[config.mk]
export PLATFORM = sky130hd
export DESIGN_NAME = link_tx
export DESIGN_NICKNAME = d
export VERILOG_FILES = /design/src/rtl/link_tx_pkg.sv /design/src/rtl/link_tx_credit_counter.sv /design/src/rtl/link_tx.sv
export SDC_FILE = /design/constraint.sdc
export NUM_CORES = 1
export LEC_CHECK = 0
export BUFFER_PORTS_ARGS = -buffer_cell sky130_fd_sc_hd__buf_2
export CELL_PAD_IN_SITES_DETAIL_PLACEMENT = 1
export CELL_PAD_IN_SITES_GLOBAL_PLACEMENT = 1
export CORE_MARGIN = 4
export CORE_UTILIZATION = 30
export DETAILED_ROUTE_END_ITERATION = 7
export PLACE_DENSITY = 0.84
export REMOVE_ABC_BUFFERS = 1
export SKIP_CTS_REPAIR_TIMING = 1
export SLEW_MARGIN = 25
export SYNTH_ARGS = -nofsm -noshare
export SYNTH_HDL_FRONTEND = slang
export SYNTH_SLANG_ARGS = --single-unit
[constraint.sdc]
create_clock -name clk_i -period 5.7 [get_ports clk_i]
set_input_delay 0 -clock clk_i [delete_from_list [all_inputs] [get_ports clk_i]]
set_output_delay 0 -clock clk_i [all_outputs]
set_load 0.02 [all_outputs]
[src/rtl/link_tx_pkg.sv]
// Shared definitions for the link transmitter: default widths and FSM state encodings.
package link_tx_pkg;

  localparam int unsigned NOC_DATA_WIDTH         = 8;
  localparam int unsigned NOC_CREDIT_DEPTH_WIDTH = 2;
  localparam int unsigned FLIT_CNT_WIDTH         = 16;

  typedef enum logic [1:0] {
    LTX_IDLE  = 2'd0,
    LTX_RUN   = 2'd1,
    LTX_DRAIN = 2'd2
  } ltx_state_e;

  // Downstream buffer depth, which is also the reset credit count.
  function automatic int unsigned credit_max(input int unsigned depth_w);
    return 32'd1 << depth_w;
  endfunction

endpackage

[src/rtl/link_tx_credit_counter.sv]
// Saturating credit counter with a sticky overflow flag; shared with the router receive side.
module credit_counter #(
  parameter int unsigned WIDTH = 3,
  parameter int unsigned MAX   = 4
) (
  input  logic             clk_i,
  input  logic             rst_i,
  input  logic             inc_i,
  input  logic             dec_i,
  output logic [WIDTH-1:0] count_o,
  output logic             zero_o,
  output logic             err_o
);

  localparam logic [WIDTH-1:0] MAX_VAL = WIDTH'(MAX);

  logic [WIDTH-1:0] r_count;
  logic             r_err;

  // Simultaneous inc and dec cancel; an inc at MAX is dropped and flagged.
  always_ff @(posedge clk_i) begin
    if (rst_i) begin
      r_count <= MAX_VAL;
      r_err   <= 1'b0;
    end else if (inc_i && !dec_i) begin
      if (r_count == MAX_VAL) begin
        r_err <= 1'b1;
      end else begin
        r_count <= r_count + WIDTH'(1);
      end
    end else if (dec_i && !inc_i && (r_count != '0)) begin
      r_count <= r_count - WIDTH'(1);
    end
  end

  assign count_o = r_count;
  assign zero_o  = (r_count == '0);
  assign err_o   = r_err;

endmodule

[src/rtl/link_tx.sv]
// Credit-based link transmitter fed by a 1-cycle-latency FIFO read port.
// Optional flit statistics counter built when LINK_TX_STATS_EN is defined.
module link_tx
  import link_tx_pkg::*;
#(
  parameter int unsigned DATA_WIDTH         = NOC_DATA_WIDTH,
  parameter int unsigned CREDIT_DEPTH_WIDTH = NOC_CREDIT_DEPTH_WIDTH,
  parameter int          ID                 = 0
) (
  input  logic                          clk_i,
  input  logic                          rst_i,
  input  logic                          en_i,
  input  logic                          fifo_empty_i,
  input  logic [DATA_WIDTH-1:0]         fifo_data_i,
  output logic                          fifo_rd_en_o,
  output logic                          link_valid_o,
  output logic [DATA_WIDTH-1:0]         link_data_o,
  input  logic                          link_credit_i,
  output logic [CREDIT_DEPTH_WIDTH:0]   credits_o,
  output logic                          busy_o,
  output logic                          credit_err_o,
  output logic [FLIT_CNT_WIDTH-1:0]     flit_cnt_o
);

  localparam int unsigned CW         = CREDIT_DEPTH_WIDTH + 1;
  localparam int unsigned CREDIT_MAX = credit_max(CREDIT_DEPTH_WIDTH);

  ltx_state_e              r_state;
  logic                    r_rd_pend;
  logic                    r_link_valid;
  logic [DATA_WIDTH-1:0]   r_link_data;

  logic                    w_rd_en;
  logic                    w_credit_zero;
  logic                    w_credit_err;
  logic [CW-1:0]           w_credits;

  // ID only tags simulation banners; it has no hardware meaning.
  logic [31:0]             w_unused_id;
  assign w_unused_id = 32'(ID);

  // Reads are gated on a free downstream slot so neither FIFO can be violated.
  assign w_rd_en = (r_state == LTX_RUN) && en_i && !fifo_empty_i && !w_credit_zero;

  credit_counter #(
    .WIDTH (CW),
    .MAX   (CREDIT_MAX)
  ) u_credits (
    .clk_i   (clk_i),
    .rst_i   (rst_i),
    .inc_i   (link_credit_i),
    .dec_i   (w_rd_en),
    .count_o (w_credits),
    .zero_o  (w_credit_zero),
    .err_o   (w_credit_err)
  );

  always_ff @(posedge clk_i) begin
    if (rst_i) begin
      r_state      <= LTX_IDLE;
      r_rd_pend    <= 1'b0;
      r_link_valid <= 1'b0;
      r_link_data  <= '0;
    end else begin
      r_rd_pend    <= w_rd_en;
      r_link_valid <= r_rd_pend;
      if (r_rd_pend) begin
        r_link_data <= fifo_data_i;
      end
      // DRAIN lets an already-issued read land before going idle.
      case (r_state)
        LTX_IDLE: begin
          if (en_i) r_state <= LTX_RUN;
        end
        LTX_RUN: begin
          if (!en_i) r_state <= r_rd_pend ? LTX_DRAIN : LTX_IDLE;
        end
        LTX_DRAIN: begin
          if (en_i)            r_state <= LTX_RUN;
          else if (!r_rd_pend) r_state <= LTX_IDLE;
        end
        default: r_state <= LTX_IDLE;
      endcase
    end
  end

`ifdef LINK_TX_STATS_EN
  logic [FLIT_CNT_WIDTH-1:0] r_flit_cnt;

  always_ff @(posedge clk_i) begin
    if (rst_i) begin
      r_flit_cnt <= '0;
    end else if (r_link_valid && (r_flit_cnt != {FLIT_CNT_WIDTH{1'b1}})) begin
      r_flit_cnt <= r_flit_cnt + FLIT_CNT_WIDTH'(1);
    end
  end

  assign flit_cnt_o = r_flit_cnt;
`else
  assign flit_cnt_o = FLIT_CNT_WIDTH'(0);
`endif

  assign fifo_rd_en_o = w_rd_en;
  assign link_valid_o = r_link_valid;
  assign link_data_o  = r_link_data;
  assign credits_o    = w_credits;
  assign busy_o       = (r_state != LTX_IDLE) || r_rd_pend;
  assign credit_err_o = w_credit_err;

endmodule

==> flow_summary.json <==
{
  "synth_cell_type_count": 32,
  "relSlewSlack_pct": 66.50,
  "chipWidth_um": 61.88,
  "synth_adder_area_share_pct": 2.299,
  "yosys-mux-area-fraction_pct": 9.195,
  "grt_pass1_wl_um": 3029,
  "drt_first_pass_iters": 4,
  "postRouteAntennaNets": 0,
  "drv_slew": 0,
  "ys_ff_latch": 16,
  "reg2reg_to": "u_credits.count_o[1]",
  "drt-initial-drc-count": 8,
  "rsz0062_at_grt": "no",
  "root_buffer": "clkbuf_4",
  "crit_required_ns": 5.87,
  "n_fill_cell": 341,
  "gr-usage-all-layers_pct": 10.44,
  "min_period_ns": 2.167,
  "via_count": 712,
  "synthXorXnorAreaFrac_pct": 3.017,
  "synth_compound_area_share_pct": 12.64,
  "post_route_cells_drive_above_1_share_pct": 26.92,
  "cts_max_level": 1,
  "final_nets": 145,
  "antenna_found_initial": 0,
  "worst_pin_slew_ns": 0.5018,
  "vdd_drop_max_uv": 139.1,
  "dp_hpwl_um": 1450,
  "pwr-share-seq_pct": 48.7,
  "clk_pin_slew_ns": 0.10,
  "swShare_pct": 30.59,
  "io_buffer_count": 27,
  "grt_max_degree": 19,
  "clock_sinks": 16,
  "worst_hold_path.endpoint": "link_data_o[4]",
  "synth-edff-count": 0,
  "gp_congestion": 0.6670,
  "powerDensity_nw_per_um2": 235.5,
  "hold_path.class": "primary input to flip-flop",
  "synth_top_area_share_pct": 36.78,
  "cp_max_fo": 10,
  "stdcell_area_um2": 1072,
  "endpoint_kind": "flip-flop",
  "diodes": 0,
  "p_clk_share_pct": 29.3,
  "overflow": 0,
  "ys_async_sr_fraction_pct": 0,
  "hold_violations": 0,
  "synth_area_leader_cell": "dfxtp_1",
  "timing.final.crit_share_pct": 38.02,
  "p_switching_uw": 77.25,
  "cts_buffer_depth": 2,
  "core_um2": 2758,
  "p_int_uw": 175.3,
  "synth_top_family_by_area": "buffers and inverters",
  "netlist_instances": 97,
  "routed_wl_um": 2044,
  "ys_dominant_reg_cell": "dfxtp_1",
  "rows": 19,
  "fmax_ghz": 0.4614,
  "initial_core_util_pct": 31.58,
  "min_path_cells": 2,
  "dpl_cell_area_um2": 945.9,
  "yosys_warnings": 0,
  "dieHeight_um": 61.88,
  "clock_latency_ns": 0.28,
  "hp-start": "rst_i",
  "power_frac_comb_pct": 21.9,
  "synth_area_um2": 870.8,
  "grt_pass1_vias": 690,
  "pin_count": 44,
  "r2r_slack_ns": 3.53,
  "ys_seq_area_share_pct": 36.78,
  "final.setup.tns_ns": 0,
  "path_class": "flip-flop to flip-flop",
  "cts_tree": "built",
  "drv_cap": 0,
  "power.leakage_uw": 0.0005129,
  "area_growth_syn_to_layout_pct": 23.13,
  "fin_skew_ns": 0.01140,
  "wl_per_cell_um": 12.70,
  "route.detailed.drc": 0,
  "r2r_cells": 8,
  "status": "finished clean",
  "yosys.area_share.simple_pct": 16.09,
  "finalSetupViolCount": 0,
  "reg2reg_from": "r_state[1]",
  "start_kind": "flip-flop",
  "synth.area.top_cells": "dfxtp_1, buf_4, mux2i_1",
  "synth.avg_cell_area_um2": 8.978,
  "dieArea_um2": 3829,
  "vias_per_cell": 4.422,
  "cts_inserted_buffers": 3,
  "crit_arrival_ns": 2.34
}
-- cell usage after synthesis (2+ instances only) --
library cell and n:
buf_4 17, nor2_1 17, dfxtp_1 16, mux2i_1 8, inv_1 4, nand2_1 4
a21oi_1 2, a31oi_1 2, clkbuf_1 2, nand3b_1 2, xor2_1 2
-- flip-flops by register name, indices dropped and copies added, names as in the netlist --
signal,count
r_rd_pend,1
link_valid_o,1
r_state,2
u_credits.err_o,1
link_data_o,8
u_credits.count_o,3
-- cells by family (layout without fill, tap and decap cells) --
logic type	count (synthesis)	in the layout
multiplexers	8	8
AO/OA/AOI/OAI	13	13
adder cells (fa/ha/maj)	1	1
flip-flops	16	16
other	1	16
AND/OR/NAND/NOR	29	29
XOR/XNOR	3	3
buffers and inverters	26	44
-- how the worst max path moves through the flow --
stage                    startpoint                    to  slack (ns)  cells past startpoint
2_1_floorplan  u_credits.count_o[0]  u_credits.count_o[1]        3.73                      7
3_3_place_gp             r_state[1]  u_credits.count_o[1]        3.66                      8
3_5_place_dp             r_state[1]  u_credits.count_o[1]        3.53                      8
4_1_cts                  r_state[1]  u_credits.count_o[1]        3.48                      8
5_1_grt                  r_state[1]  u_credits.count_o[1]        3.32                      8
6_report                 r_state[1]  u_credits.count_o[1]        3.53                      8
-- per-layer routing --
metal	part of all wire, %	routed length [µm]	track usage [%]
met1	43	874	13.95
met5	0	0	0
met4	0	0	2.727
met2	49	1002	16.59
met3	8.2	168	2.893
-- critical path: stages (launching register included) --
cell      delay, ns
dfxtp_1        0.35
and4bb_1       0.54
o31ai_1        0.20
nand2_1        0.13
fa_1           0.43
nor2_1         0.12
nor2_1         0.05
a31oi_1        0.17
o41ai_1        0.09
-- placed cells by master, fill, tap and decap left out, types with 2 or more instances in the layout --
cell type / count
conb_1: 16
a21oi_1: 2
a31oi_1: 2
buf_2: 27
nand3b_1: 2
mux2i_1: 8
nand2_1: 4
clkbuf_4: 3
inv_1: 4
dlygate4sd3_1: 9
nor2_1: 17
xor2_1: 2
dfxtp_1: 16
-- area by class of cell --
class	count	area, µm²	share of cell area (%)
multi-input combinational	70	436.7	40.72
sequential	16	320.3	29.87
timing repair buffer	36	225.2	21.00
tap	31	38.79	3.617
clock buffer	4	36.28	3.384
inverter	4	15.01	1.400
-- power by group through the flow --
stage / Combinational (µW) / Sequential, µW / Clock (µW)
detailed placement: 50.5 / 125 / 0
global route: 61.7 / 124 / 86.1
global placement: 47.6 / 125 / 0
floorplan: 29.5 / 129 / 0
CTS: 50.8 / 123 / 78.0
finish: 55.4 / 123 / 74.1
-- metrics by stage --
| stage | util, % | total power [µW] | std cells | hold WS (ns) | setup slack (ns) |
|---|---|---|---|---|---|
| after detailed placement | 34.30 | 175.9 | 148 | 0.2497 | 3.527 |
| after global placement | 34.30 | 172.6 | 148 | 0.2353 | 3.663 |
| after global routing | 38.88 | 272.0 | 161 | 0.09018 | 3.315 |
| after CTS | 35.62 | 251.7 | 152 | -0.05259 | 3.478 |
| after floorplan | - | 158.3 | 90 | 0.07238 | 3.733 |
| final | 38.88 | 252.5 | 161 | 0.09302 | 3.533 |
No activity file was read; power rests on OpenSTA's default activity.
